`src/rtl/mult_pkg.sv`:
```
// Shared types and constants for the multiply/divide unit.
package mult_pkg;

    localparam int unsigned OP1_W = 32;
    localparam int unsigned OP2_W = 64;
    localparam int unsigned RES_W = 64;
    localparam int unsigned ITER  = 32;
    localparam int unsigned CNT_W = 6;
    // {A, Q, q-1} Booth accumulator; the divider reuses it as {rem[32:0], quo[31:0]}
    localparam int unsigned ACC_W = 2 * OP1_W + 1;

    // Reported for divide-by-zero and quotient overflow
    localparam logic [RES_W-1:0] ERR_RESULT = {RES_W{1'b1}};

    typedef enum logic [1:0] {
        IDLE,
        BUSY,
        DONE
    } state_t;

endpackage

```
`src/rtl/booth_step.sv`:
```
// One radix-2 Booth iteration: add/subtract/keep the multiplicand, then shift right.
module booth_step
    import mult_pkg::*;
(
    input  logic [ACC_W-1:0] acc_in,
    input  logic [OP1_W-1:0] mcand,
    output logic [ACC_W-1:0] acc_out
);

    logic [OP1_W:0] a_ext;
    logic [OP1_W:0] m_ext;
    logic [OP1_W:0] sum;

    // Sum is kept one bit wider so subtracting the most negative multiplicand cannot
    // wrap; its true sign bit becomes the fill bit of the arithmetic shift.
    always_comb begin
        a_ext = {acc_in[ACC_W-1], acc_in[ACC_W-1 -: OP1_W]};
        m_ext = {mcand[OP1_W-1], mcand};
        case (acc_in[1:0])
            2'b01:   sum = a_ext + m_ext;
            2'b10:   sum = a_ext - m_ext;
            default: sum = a_ext;
        endcase
        acc_out = {sum, acc_in[OP1_W:1]};
    end

endmodule

```
`src/rtl/multiplier.sv`:
```
// Sequential signed multiply (Booth) / signed divide (restoring) unit, 32 cycles per op.
module multiplier
    import mult_pkg::*;
(
    output logic [RES_W-1:0] result,
    output logic             valid,
    input  logic [OP1_W-1:0] opera1,
    input  logic [OP2_W-1:0] opera2,
    input  logic             muordi,
    input  logic             clock,
    input  logic             reset,
    input  logic             start
);

    state_t             state_q, state_d;
    logic [CNT_W-1:0]   count_q, count_d;
    logic [ACC_W-1:0]   acc_q, acc_d;
    logic [OP1_W-1:0]   mcand_q, mcand_d;
    logic               is_div_q, is_div_d;
    logic               neg_quo_q, neg_quo_d;
    logic               neg_rem_q, neg_rem_d;
    logic               err_q, err_d;
    logic [RES_W-1:0]   result_q, result_d;
    logic               valid_q, valid_d;

    logic [ACC_W-1:0]   booth_acc;
    logic [ACC_W-1:0]   div_acc;
    logic [RES_W-1:0]   div_result;
    logic [OP2_W-1:0]   dvd_mag;
    logic [OP1_W-1:0]   dvs_mag;
    logic [OP1_W:0]     shifted;
    logic [OP1_W+1:0]   diff;
    logic               ge;
    logic [OP1_W-1:0]   quo_mag, rem_mag, quo_s, rem_s;
    logic               ovf;

    booth_step u_booth (
        .acc_in  (acc_q),
        .mcand   (mcand_q),
        .acc_out (booth_acc)
    );

    // Restoring divide step and final sign fix-up / overflow detection
    always_comb begin
        dvd_mag = opera2[OP2_W-1] ? -opera2 : opera2;
        dvs_mag = opera1[OP1_W-1] ? -opera1 : opera1;
        shifted = acc_q[2*OP1_W-1:OP1_W-1];
        diff    = {1'b0, shifted} - {2'b00, mcand_q};
        ge      = ~diff[OP1_W+1];
        div_acc = {(ge ? diff[OP1_W:0] : shifted), acc_q[OP1_W-2:0], ge};
        quo_mag = div_acc[OP1_W-1:0];
        rem_mag = div_acc[2*OP1_W-1:OP1_W];
        quo_s   = neg_quo_q ? -quo_mag : quo_mag;
        rem_s   = neg_rem_q ? -rem_mag : rem_mag;
        ovf     = err_q | (neg_quo_q ? (quo_mag > 32'h8000_0000) : quo_mag[OP1_W-1]);
        div_result = ovf ? ERR_RESULT : {rem_s, quo_s};
    end

    // Next-state and datapath control
    always_comb begin
        state_d   = state_q;
        count_d   = count_q;
        acc_d     = acc_q;
        mcand_d   = mcand_q;
        is_div_d  = is_div_q;
        neg_quo_d = neg_quo_q;
        neg_rem_d = neg_rem_q;
        err_d     = err_q;
        result_d  = result_q;
        valid_d   = valid_q;
        case (state_q)
            IDLE, DONE: begin
                if (start) begin
                    state_d  = BUSY;
                    count_d  = CNT_W'(ITER);
                    valid_d  = 1'b0;
                    result_d = '0;
                    is_div_d = muordi;
                    if (muordi) begin
                        mcand_d   = dvs_mag;
                        acc_d     = {1'b0, dvd_mag};
                        neg_quo_d = opera2[OP2_W-1] ^ opera1[OP1_W-1];
                        neg_rem_d = opera2[OP2_W-1];
                        // Quotient would need more than 32 bits (also catches divisor 0)
                        err_d     = dvd_mag[OP2_W-1:OP1_W] >= dvs_mag;
                    end else begin
                        mcand_d   = opera1;
                        acc_d     = {{OP1_W{1'b0}}, opera2[OP1_W-1:0], 1'b0};
                        neg_quo_d = 1'b0;
                        neg_rem_d = 1'b0;
                        err_d     = 1'b0;
                    end
                end
            end
            BUSY: begin
                acc_d   = is_div_q ? div_acc : booth_acc;
                count_d = count_q - 1'b1;
                if (count_q == CNT_W'(1)) begin
                    state_d  = DONE;
                    valid_d  = 1'b1;
                    result_d = is_div_q ? div_result : booth_acc[ACC_W-1:1];
                end
            end
            default: state_d = IDLE;
        endcase
    end

    // State and datapath registers with synchronous active-low reset
    always_ff @(posedge clock) begin
        if (!reset) begin
            state_q   <= IDLE;
            count_q   <= '0;
            acc_q     <= '0;
            mcand_q   <= '0;
            is_div_q  <= 1'b0;
            neg_quo_q <= 1'b0;
            neg_rem_q <= 1'b0;
            err_q     <= 1'b0;
            result_q  <= '0;
            valid_q   <= 1'b0;
        end else begin
            state_q   <= state_d;
            count_q   <= count_d;
            acc_q     <= acc_d;
            mcand_q   <= mcand_d;
            is_div_q  <= is_div_d;
            neg_quo_q <= neg_quo_d;
            neg_rem_q <= neg_rem_d;
            err_q     <= err_d;
            result_q  <= result_d;
            valid_q   <= valid_d;
        end
    end

    assign result = result_q;
    assign valid  = valid_q;

endmodule

```
`config.mk`:
```
export PLATFORM = sky130hd
export DESIGN_NAME = multiplier
export DESIGN_NICKNAME = d
export VERILOG_FILES = /design/src/rtl/mult_pkg.sv /design/src/rtl/booth_step.sv /design/src/rtl/multiplier.sv
export SDC_FILE = /design/constraint.sdc
export NUM_CORES = 1
export LEC_CHECK = 0
export CAP_MARGIN = 15
export CELL_PAD_IN_SITES_DETAIL_PLACEMENT = 0
export CELL_PAD_IN_SITES_GLOBAL_PLACEMENT = 1
export CORE_MARGIN = 2
export CORE_UTILIZATION = 25
export DETAILED_ROUTE_END_ITERATION = 12
export PLACE_DENSITY = 0.56
export SLEW_MARGIN = 20
export SYNTH_ARGS = -nofsm -noshare
export SYNTH_HDL_FRONTEND = slang
export SYNTH_HIERARCHICAL = 1
export SYNTH_SLANG_ARGS = --single-unit
```
`constraint.sdc`:
```
create_clock -name clock -period 5.58 [get_ports clock]
set_clock_uncertainty 0.2 [all_clocks]
set_input_delay 0.837 -clock clock [delete_from_list [all_inputs] [get_ports clock]]
set_output_delay 0.837 -clock clock [all_outputs]
set_load 0.1 [all_outputs]
```
==> results.json <==
{
  "status": "finished clean",
  "critPathBufInv": 3,
  "cts_buffer_depth": 2,
  "maxCapViolCount": 0,
  "h-tree-depth": 4,
  "endpoint": "err_q",
  "grt_max_degree": 153,
  "yosysSeqAreaShare_pct": 19.2,
  "worstSetupStartpoint": "opera2[17]",
  "min_path_type": "flop to flop",
  "start_util_pct": 25.3,
  "grt_pass1_vias": 19600,
  "hpwl_um": 67400,
  "wire_per_inst_um": 22.0,
  "cp-end-kind": "flop",
  "syn_avg_cell_area_um2": 7.15,
  "power.density_nw_per_um2": 276,
  "synth_edf_count": 0,
  "synth_warnings": 6,
  "io_pins": 165,
  "cts_sinks": 174,
  "worstReg2RegStart": "mcand_q[24]",
  "vias_per_cell": 5.36,
  "vias": 20400,
  "slowest_stage": "or4_4",
  "regToRegSetupSlack_ps": 280,
  "numCtsBuffers": 17,
  "syn-num-nets": 2743,
  "p_sw_uw": 3030,
  "dieArea_um2": 74800,
  "nFillCells": 7710,
  "postSynthCellCount": 2537,
  "clock_latency_ps": 500,
  "critPathMaxStageDelay_ps": 530,
  "portBuffers": 164,
  "finalHoldViolCount": 0,
  "drv_slew": 0,
  "period_share_pct": 97.0,
  "whs_ps": 247,
  "crit_family": "simple AND/OR/NAND/NOR gates",
  "p_int_uw": 3370,
  "layout.nets": 3045,
  "sw_frac_of_total_pct": 47.3,
  "gr-total-overflow": 0,
  "ys_ff_latch": 174,
  "drt_iter0_markers": 1798,
  "cts_tree": "yes",
  "grt.total_usage_pct": 22.0,
  "rows": 98,
  "ir_drop_mv": 0.264,
  "finalCriticalPeriod_ps": 5410,
  "synth_ff_type": "dfxtp_1",
  "drtPass1Iterations": 5,
  "core_um2": 71700,
  "cp.depth": 23,
  "wl_um": 83700,
  "critPathMaxFanout": 6,
  "seqPwrFrac_pct": 22.4,
  "slew_headroom_pct": 30.5,
  "die_w_um": 273,
  "drc": 0,
  "numPlacedInstances": 3762,
  "leakagePower_uw": 0.00876,
  "setup_viol": 0,
  "worst_pin_slew_ps": 1040,
  "async_reset_ff_share_pct": 0,
  "path_class": "primary input to flop",
  "synth_area_um2": 18100,
  "timing.fmax_mhz": 185,
  "path_clk_slew_ps": 80,
  "startpoint_type": "primary input",
  "drive_gt1_share_pct": 15.4,
  "die_h_um": 273,
  "worstReg2RegEnd": "result[62]",
  "cp.required_ps": 5770,
  "antenna_left": 0,
  "antenna_found_initial": 1,
  "ctsHoldBuffers": 0,
  "gp_congestion": 0.931,
  "finalNonFillerCells": 3803,
  "cp_cell_sequence": "clkdlybuf4s50_1 > or3_1 > or4_4 > or2_2 > or3_4 > buf_6 > nor3_4 > buf_4 > and2_1 > nand2_1 > o41ai_2 > xnor2_1 > ha_1 > a21o_1 > a21oi_1 > nor2b_1 > o21ai_1 > nand2b_1 > a21oi_1 > nor2b_1 > o21ai_1 > nand2_1 > a22o_1",
  "grt_pass1_wl_um": 125000,
  "r2r_cells": 23,
  "cp.arrival_ps": 5600,
  "synth.distinct_cells": 92,
  "syn2layout_area_growth_pct": 27.9,
  "comb_power_share_pct": 57.5,
  "clkPwrFrac_pct": 20.1,
  "root_buffer": "clkbuf_16"
}
[state kept, by name (all words and copies together) (netlist names)]
name / flops
acc_q: 65
result: 64
mcand_q: 32
count_q: 6
state_q: 2
err_q: 1
is_div_q: 1
neg_quo_q: 1
neg_rem_q: 1
valid: 1
[per-layer routing]
layer  vias to the layer above  wire length, µm  track usage (%)  part of all wire, %
met2                       540            37700             35.3                   45
li1                       9899                -                -                    -
met3                        87             3890             2.75                  4.7
met1                      9840            39300             30.1                   47
met5                         -                0                0                    0
met4                         0             2780             7.58                  3.3
[worst min-delay path by stage]
stage                     startpoint    endpoint  slack (ps)  depth (start not counted)
after floorplan           count_q[5]  count_q[5]         260                          1
after global placement    result[54]  result[54]         240                          2
after detailed placement  result[50]  result[50]         240                          2
after CTS                 result[47]  result[47]         250                          2
after global routing      result[43]  result[43]         270                          2
final                     result[50]  result[50]         250                          2
[cell type report]
type                       instances  area, µm²  area share, %
timing repair buffer             483       4060           17.5
antenna                            1       2.50         0.0108
tap                              950       1190           5.12
clock inverter                    14        164          0.706
clock buffer                      18        439           1.89
sequential                       174       3490           15.0
multi-input combinational       2084      13600           58.5
inverter                          79        299           1.29
[cell families after synthesis]
group	synth area share, %
multiplexers	3.70
flip-flops	19.2
AO/OA/AOI/OAI	30.7
XOR/XNOR	10.6
buffers and inverters	6.58
adder cells (fa/ha/maj)	7.39
AND/OR/NAND/NOR	21.8
[Yosys cell counts, drive strengths merged (14+ instances only)]
| cell type | count | share of area, % |
|---|---|---|
| xnor2 | 120 | 5.8 |
| nor3 | 53 | 1.6 |
| or4 | 20 | 0.89 |
| mux2 | 17 | 1.1 |
| mux2i | 48 | 2.6 |
| o221ai | 37 | 1.8 |
| nand3 | 72 | 2.0 |
| a211oi | 48 | 2.0 |
| or2 | 19 | 0.66 |
| or3 | 43 | 1.5 |
| o41ai | 22 | 1.2 |
| o21bai | 14 | 0.58 |
| xor2 | 100 | 4.8 |
| nor2b | 19 | 0.66 |
| a21oi | 230 | 6.4 |
| nand2 | 244 | 5.0 |
| a21o | 32 | 1.3 |
| inv | 79 | 1.6 |
| buf | 58 | 2.0 |
| nand2b | 21 | 0.72 |
| nor2 | 282 | 5.8 |
| o21a | 14 | 0.58 |
| ha | 104 | 7.2 |
| o31ai | 43 | 2.0 |
| nand4 | 29 | 1.0 |
| clkbuf | 142 | 2.9 |
| a221oi | 56 | 2.7 |
| o21ai | 193 | 5.4 |
| a31oi | 32 | 1.1 |
| dfxtp | 174 | 19 |
| nor4 | 16 | 0.55 |
| o211ai | 42 | 1.7 |
[what timing repair did]
action | 4_1_cts | 5_1_grt
resized for setup | 1 | 21
hold endpoints to repair | 0 | 0
setup buffers | 0 | 7
setup endpoints to repair | 1 | 4
pin swaps | 0 | 11
[power by group through the flow]
stage / sequential, µW / clock [µW] / combinational [µW]
finish: 1440 / 1290 / 3680
global route: 1450 / 1360 / 4000
CTS: 1430 / 1320 / 3620
detailed placement: 1460 / 0 / 3600
global placement: 1460 / 0 / 3600
floorplan: 1460 / 0 / 2200
[cell usage in the layout, fill, tap and decap left out, types with 77 or more instances in the layout]
master           synthesis  routed
a21oi_1                227     226
clkdlybuf4s50_1          0     162
nor2_1                 281     277
inv_1                   78      77
o21ai_0                176     168
xor2_1                 100     100
ha_1                   104     104
xnor2_1                120     120
dfxtp_1                174     173
buf_4                   32     316
nand2_1                244     244
[stage by stage]
step                      util, %  setup WS [ps]  instance area (µm²)  power (µW)  setup TNS, ps
after global placement       31.3           -551                22500        5060           -551
after global routing         32.4          -18.0                23200        6810          -18.0
after floorplan                 -            161                18100        3670              0
final                        32.4            170                23200        6400              0
after CTS                    32.2           7.18                23100        6370              0
after detailed placement     31.3           -596                22500        5060           -596
[worst reg2reg max path, delay by kind of cell (launching register included)]
family / cells / cell delay (ps)
compound gates: 8 / 1780
xor+xnor: 1 / 220
fa+ha+maj: 2 / 650
buf+inv: 5 / 800
flops: 1 / 410
simple gates: 7 / 1140
(Power assumes the default switching activity.)
